==> config.mk <==
export PLATFORM = sky130hd
export DESIGN_NAME = unified_mem_arbiter
export DESIGN_NICKNAME = d
export VERILOG_FILES = /design/src/rtl/unified_mem_arbiter_pkg.sv /design/src/rtl/unified_mem_arbiter_timer.sv /design/src/rtl/unified_mem_arbiter.sv
export SDC_FILE = /design/constraint.sdc
export NUM_CORES = 1
export LEC_CHECK = 0
export ABC_AREA = 1
export BUFFER_PORTS_ARGS = -buffer_cell sky130_fd_sc_hd__buf_2
export CAP_MARGIN = 0
export CORE_MARGIN = 2
export CORE_UTILIZATION = 45
export CTS_BUF_LIST = sky130_fd_sc_hd__clkbuf_8 sky130_fd_sc_hd__clkbuf_16
export DETAILED_ROUTE_END_ITERATION = 6
export GPL_TIMING_DRIVEN = 0
export PLACE_DENSITY = 0.77
export SLEW_MARGIN = 20
export SYNTH_ARGS = -nofsm -noshare
export SYNTH_HDL_FRONTEND = slang
export SYNTH_SLANG_ARGS = --single-unit
==> constraint.sdc <==
create_clock -name clk_i -period 1.7 [get_ports clk_i]
set_input_delay 0.34 -clock clk_i [delete_from_list [all_inputs] [get_ports clk_i]]
set_output_delay 0.34 -clock clk_i [all_outputs]
set_load 0.1 [all_outputs]
==> src/rtl/unified_mem_arbiter_pkg.sv <==
// Shared definitions for the IF/MEM memory arbiter: FSM state encodings and
// the default transaction timeout.
package unified_mem_arbiter_pkg;

    typedef enum logic [1:0] {
        IDLE    = 2'd0,
        DM_BUSY = 2'd1,
        IF_BUSY = 2'd2
    } state_t;

    localparam int DEF_TIMEOUT_CYC = 64;

endpackage

==> src/rtl/unified_mem_arbiter_timer.sv <==
// Watchdog for one memory transaction: cleared at launch, counts busy cycles
// without an acknowledge and flags expiry once the limit is reached.
module mem_arb_timer
    import unified_mem_arbiter_pkg::*;
#(
    parameter int TIMEOUT_CYC = DEF_TIMEOUT_CYC
) (
    input  logic i_clk,
    input  logic i_rst_n,
    input  logic i_clear,
    input  logic i_enable,
    output logic o_expire
);

    localparam int CNT_W = $clog2(TIMEOUT_CYC + 1);
    localparam logic [CNT_W-1:0] LIMIT = CNT_W'(TIMEOUT_CYC);

    logic [CNT_W-1:0] r_cnt;

    // Holds at the limit so expiry stays visible until the next launch clears it.
    always_ff @(posedge i_clk or negedge i_rst_n) begin
        if (!i_rst_n) begin
            r_cnt <= '0;
        end else if (i_clear) begin
            r_cnt <= '0;
        end else if (i_enable && (r_cnt != LIMIT)) begin
            r_cnt <= r_cnt + CNT_W'(1);
        end
    end

    assign o_expire = (r_cnt == LIMIT);

endmodule

==> src/rtl/unified_mem_arbiter.sv <==
// Arbitrates one single-port, variable-latency memory between instruction
// fetch and load/store, returning data to the winner and stalling the pipeline.
module unified_mem_arbiter
    import unified_mem_arbiter_pkg::*;
#(
    parameter int ADDR_W      = 32,
    parameter int DATA_W      = 32,
    parameter int TIMEOUT_CYC = DEF_TIMEOUT_CYC
) (
    input  logic              clk_i,
    input  logic              rst_i,
    input  logic              if_req_i,
    input  logic [ADDR_W-1:0] if_addr_i,
    output logic [DATA_W-1:0] if_rdata_o,
    output logic              if_ready_o,
    input  logic              dm_read_i,
    input  logic              dm_write_i,
    input  logic [ADDR_W-1:0] dm_addr_i,
    input  logic [DATA_W-1:0] dm_wdata_i,
    output logic [DATA_W-1:0] dm_rdata_o,
    output logic              dm_ready_o,
    output logic              mem_req_o,
    output logic              mem_we_o,
    output logic [ADDR_W-1:0] mem_addr_o,
    output logic [DATA_W-1:0] mem_wdata_o,
    input  logic [DATA_W-1:0] mem_rdata_i,
    input  logic              mem_ack_i,
    output logic              stall_o,
    output logic              error_o,
    output logic [31:0]       stall_cnt_o
);

    state_t            r_state;
    state_t            w_state_nxt;
    logic              r_mem_req;
    logic              r_mem_we;
    logic [ADDR_W-1:0] r_mem_addr;
    logic [DATA_W-1:0] r_mem_wdata;
    logic [DATA_W-1:0] r_if_rdata;
    logic [DATA_W-1:0] r_dm_rdata;
    logic              r_if_ready;
    logic              r_dm_ready;
    logic              r_if_flush;
    logic              r_error;
    logic [31:0]       r_stall_cnt;

    logic              w_dm_pend;
    logic              w_if_pend;
    logic              w_busy;
    logic              w_expire;
    logic              w_done;
    logic              w_launch_dm;
    logic              w_launch_if;
    logic              w_stall;
    logic [DATA_W-1:0] w_rdata;

    // A requester whose ready is pulsing this cycle is not pending, which
    // forces it back through arbitration before it can be granted again.
    assign w_dm_pend = (dm_read_i | dm_write_i) & ~r_dm_ready;
    assign w_if_pend = if_req_i & ~r_if_ready;
    assign w_busy    = (r_state != IDLE);
    assign w_done    = w_busy & (mem_ack_i | w_expire);
    assign w_rdata   = mem_ack_i ? mem_rdata_i : '0;
    assign w_stall   = rst_i & ((if_req_i & ~r_if_ready) |
                                ((dm_read_i | dm_write_i) & ~r_dm_ready));

    mem_arb_timer #(
        .TIMEOUT_CYC(TIMEOUT_CYC)
    ) u_timer (
        .i_clk    (clk_i),
        .i_rst_n  (rst_i),
        .i_clear  (w_launch_dm | w_launch_if),
        .i_enable (w_busy & ~mem_ack_i),
        .o_expire (w_expire)
    );

    always_ff @(posedge clk_i or negedge rst_i) begin
        if (!rst_i) begin
            r_state <= IDLE;
        end else begin
            r_state <= w_state_nxt;
        end
    end

    always_comb begin
        w_state_nxt = r_state;
        w_launch_dm = 1'b0;
        w_launch_if = 1'b0;
        unique case (r_state)
            IDLE: begin
                if (w_dm_pend) begin
                    w_state_nxt = DM_BUSY;
                    w_launch_dm = 1'b1;
                end else if (w_if_pend) begin
                    w_state_nxt = IF_BUSY;
                    w_launch_if = 1'b1;
                end
            end
            DM_BUSY: begin
                if (w_done) begin
                    if (w_if_pend) begin
                        w_state_nxt = IF_BUSY;
                        w_launch_if = 1'b1;
                    end else begin
                        w_state_nxt = IDLE;
                    end
                end
            end
            IF_BUSY: begin
                if (w_done) begin
                    if (w_dm_pend) begin
                        w_state_nxt = DM_BUSY;
                        w_launch_dm = 1'b1;
                    end else begin
                        w_state_nxt = IDLE;
                    end
                end
            end
            default: w_state_nxt = IDLE;
        endcase
    end

    always_ff @(posedge clk_i or negedge rst_i) begin
        if (!rst_i) begin
            r_mem_req   <= 1'b0;
            r_mem_we    <= 1'b0;
            r_mem_addr  <= '0;
            r_mem_wdata <= '0;
            r_if_rdata  <= '0;
            r_dm_rdata  <= '0;
            r_if_ready  <= 1'b0;
            r_dm_ready  <= 1'b0;
            r_if_flush  <= 1'b0;
            r_error     <= 1'b0;
            r_stall_cnt <= '0;
        end else begin
            r_if_ready <= 1'b0;
            r_dm_ready <= 1'b0;

            if (w_launch_dm) begin
                r_mem_req   <= 1'b1;
                r_mem_we    <= dm_write_i;
                r_mem_addr  <= dm_addr_i;
                r_mem_wdata <= dm_wdata_i;
            end else if (w_launch_if) begin
                r_mem_req   <= 1'b1;
                r_mem_we    <= 1'b0;
                r_mem_addr  <= if_addr_i;
                r_mem_wdata <= '0;
            end else if (w_done) begin
                r_mem_req   <= 1'b0;
                r_mem_we    <= 1'b0;
            end

            // Stores complete with a ready pulse but leave the load data alone.
            if (w_done && (r_state == DM_BUSY)) begin
                r_dm_ready <= 1'b1;
                if (!r_mem_we) begin
                    r_dm_rdata <= w_rdata;
                end
            end

            if (w_done && (r_state == IF_BUSY) && if_req_i && !r_if_flush) begin
                r_if_ready <= 1'b1;
                r_if_rdata <= w_rdata;
            end

            // A fetch withdrawn mid-flight still drains the memory but gets no reply.
            if (w_launch_if) begin
                r_if_flush <= 1'b0;
            end else if ((r_state == IF_BUSY) && !if_req_i) begin
                r_if_flush <= 1'b1;
            end

            if (w_done && !mem_ack_i) begin
                r_error <= 1'b1;
            end

            if (w_stall && (r_stall_cnt != 32'hFFFF_FFFF)) begin
                r_stall_cnt <= r_stall_cnt + 32'd1;
            end
        end
    end

    assign if_rdata_o  = r_if_rdata;
    assign if_ready_o  = r_if_ready;
    assign dm_rdata_o  = r_dm_rdata;
    assign dm_ready_o  = r_dm_ready;
    assign mem_req_o   = r_mem_req;
    assign mem_we_o    = r_mem_we;
    assign mem_addr_o  = r_mem_addr;
    assign mem_wdata_o = r_mem_wdata;
    assign stall_o     = w_stall;
    assign error_o     = r_error;
    assign stall_cnt_o = r_stall_cnt;

endmodule

==> results.py <==
metrics = {
    "sta": {
        "skew_ns": 0.0142,
        "rsz0062_at_grt": "true",
        "fmax_ghz": 0.520,
        "hold_viol_final": 77,
        "final.period_utilization": 1.13,
        "relSlewSlack": 0.580,
        "slew_violations": 0,
        "worst_pin_slew_ns": 0.631,
        "fin_ws_ns": -0.222,
        "setup_viol": 122,
        "period_needed_ns": 1.92,
        "fin_hold_ws_ns": -0.127,
    },
    "outcome": {
        "violations": "hold timing, setup timing",
        "status": "finished with violations",
    },
    "cells_and_area": {
        "final_util": 0.707,
        "antenna_cells": 0,
        "final_net_count": 1576,
        "drive_gt1_frac": 0.452,
        "area_delta_synth_final_pct": 54.2,
        "layout.cells.non_filler": 1681,
        "nFillCells": 1320,
    },
    "setup_path": {
        "worstPathArrival_ns": 1.58,
        "critical_path_class": "reg2out",
        "startpoint": "dm_ready_o",
        "crit_path_end_kind": "output pin",
        "worst-path-max-fanout": 3,
        "startpoint_type": "flop",
        "r2r_cells": 14,
        "r2r_setup_slack_ns": -0.13,
        "required_ns": 1.36,
        "rr_startpoint": "u_timer.r_cnt[1]",
    },
    "placement": {
        "place.gp.congestion": 0.922,
        "place_inst": 1588,
        "dp_hpwl_um": 17800,
        "portBuffers": 298,
    },
    "route": {
        "dr.pass1.iters": 5,
        "remaining_drc_errors": 0,
        "wl_per_cell_um": 16.6,
        "routed_wl_um": 27900,
        "detail-route-antenna-nets": 0,
        "dr_total_vias": 8469,
        "drt-initial-drc-count": 513,
        "via_per_inst": 5.04,
    },
    "floorplanning": {
        "die-area_um2": 19400,
        "num_rows": 49,
        "die_x_um": 139,
        "core_area_um2": 18000,
        "io_pins": 300,
        "fp.dieH_um": 139,
        "start_util": 0.458,
    },
    "yosys": {
        "synth_top_flop_cell": "dfrtp_1",
        "synth-edff-count": 0,
        "synth_top_area_frac": 0.532,
        "synth.largest_area_cell": "dfrtp_1",
        "synth_area_leaders": "dfrtp_1 (53%), nand2_1 (27%), nor2_1 (3.0%), o21ai_1 (2.2%), o21ai_0 (2.0%)",
        "syn-num-nets": 1197,
        "yosysWarnings": 0,
        "syn_area_um2": 8230,
        "yosysMostFrequentCell": "nand2_1",
        "yosysSeqAreaShare": 0.532,
        "postSynth.asyncResetShare": 1.00,
        "synth-seq-cells": 175,
        "synthDistinctLibCells": 29,
        "yosys-top-cells-count": "nand2_1 (602), dfrtp_1 (175), nor2_1 (66)",
        "avgSynthCellArea_um2": 7.77,
        "syn_inst": 1060,
    },
    "cts": {
        "tritoncts": "built",
        "clock_path_buffers": 2,
        "cts_buffers": 17,
        "clock_latency_ns": 0.43,
        "cts_root_buffer": "clkbuf_16",
        "htree_levels": 4,
        "clk_transition_reported_paths_ns": 0.07,
        "cts_sinks": 175,
    },
    "global_route": {
        "grt_antenna_before_repair": 1,
        "grt_pass1_vias": 7818,
        "grt_max_degree": 99,
        "grt_pass1_wl_um": 39200,
        "gr-total-overflow": 0,
        "grtUsageTotal": 0.251,
    },
    "flow_run": {
        "max-cap-violations": 0,
    },
    "hold_path": {
        "min_path_type": "in2async",
    },
}
[cells by family (layout without fill, tap and decap cells)]
group,Yosys count,count (layout),synth area share
AOI/OAI and AO/OA,73,73,0.0454
xor gates and xnor gates,17,17,0.0181
adders and majority gates,3,3,0.00456
buffers and inverters,74,464,0.0526
DFF,175,175,0.532
and+or+nand+nor,718,720,0.347
[what timing repair did]
| action | CTS | global route |
|---|---|---|
| gates cloned | 2 | 19 |
| setup buffers | 14 | 30 |
| endpoints found under the setup margin | 167 | 173 |
| pin swaps | 9 | 43 |
| resized for setup | 57 | 325 |
| hold endpoints to repair | 77 | 77 |
[flip-flops by register name, indices dropped and copies added, names as in the netlist]
signal,cells
mem_addr_o,32
error_o,1
r_if_flush,1
dm_rdata_o,32
stall_cnt_o,32
if_rdata_o,32
mem_wdata_o,32
mem_we_o,1
dm_ready_o,1
r_state,2
u_timer.r_cnt,7
if_ready_o,1
mem_req_o,1
[per-stage QoR]
step	TNS (ns)	area, um2	setup slack (ns)
floorplan	-11.42	8300	-0.380
global placement	-553.98	10100	-3.14
detailed placement	-20.30	10100	-0.498
CTS	-0.298	11100	-0.240
global route	-17.40	12700	-0.268
finish	-8.26	12700	-0.222
[worst max-delay path, cell delays in order, from the launching register on]
cell	delay, ns
dfrtp_4	0.47
o21bai_4	0.19
nand2_2	0.09
nand2_2	0.08
clkinvlp_4	0.15
buf_12	0.18
[area by class of cell]
class | instances | area [um2] | share of cell area
flip-flops and latches | 175 | 4430 | 0.349
multi-input cells | 813 | 4260 | 0.335
inverters | 32 | 149 | 0.0117
plain buffers | 39 | 518 | 0.0408
clock inverters | 15 | 188 | 0.0148
well taps | 229 | 287 | 0.0226
clock buffers | 17 | 425 | 0.0335
repair buffers | 361 | 2440 | 0.193
[cell usage in the layout (no fill, tap or decap), types with 4 or more instances in the layout]
| master | count |
|---|---|
| nand2_4 | 45 |
| o21ai_2 | 36 |
| dfrtp_2 | 25 |
| inv_2 | 4 |
| nor2_2 | 8 |
| o21ai_1 | 29 |
| nand3_4 | 4 |
| buf_8 | 17 |
| buf_4 | 40 |
| nor2_1 | 55 |
| nor2_4 | 10 |
| dfrtp_4 | 4 |
| buf_12 | 14 |
| clkbuf_16 | 35 |
| nand2_8 | 4 |
| nand2_1 | 484 |
| nand2_2 | 79 |
| clkbuf_4 | 4 |
| inv_8 | 5 |
| clkinv_8 | 5 |
| dfrtp_1 | 146 |
| xnor2_1 | 6 |
| buf_6 | 11 |
| xor2_1 | 11 |
| nand3b_1 | 14 |
| o21ai_0 | 4 |
| nand3_1 | 11 |
| buf_2 | 291 |
| inv_1 | 23 |
[path summary, 6_finish.rpt]
path | endpoint
max | stall_o
min | mem_addr_o[23]
max reg2reg | mem_wdata_o[13]
min reg2reg | error_o
max in group asynchronous | if_ready_o
min in group clk_i | mem_wdata_o[27]
[layer usage]
| layer | track usage | routed length, um |
|---|---|---|
| met1 | 0.314 | 10900 |
| met2 | 0.424 | 14200 |
| met3 | 0.0699 | 2270 |
| met4 | 0.0813 | 565 |
| met5 | 0 | 13 |
Power is left out: the tool's default activity adds up to more than one toggle a clock period on the data nets, which glitch-free logic cannot reach.
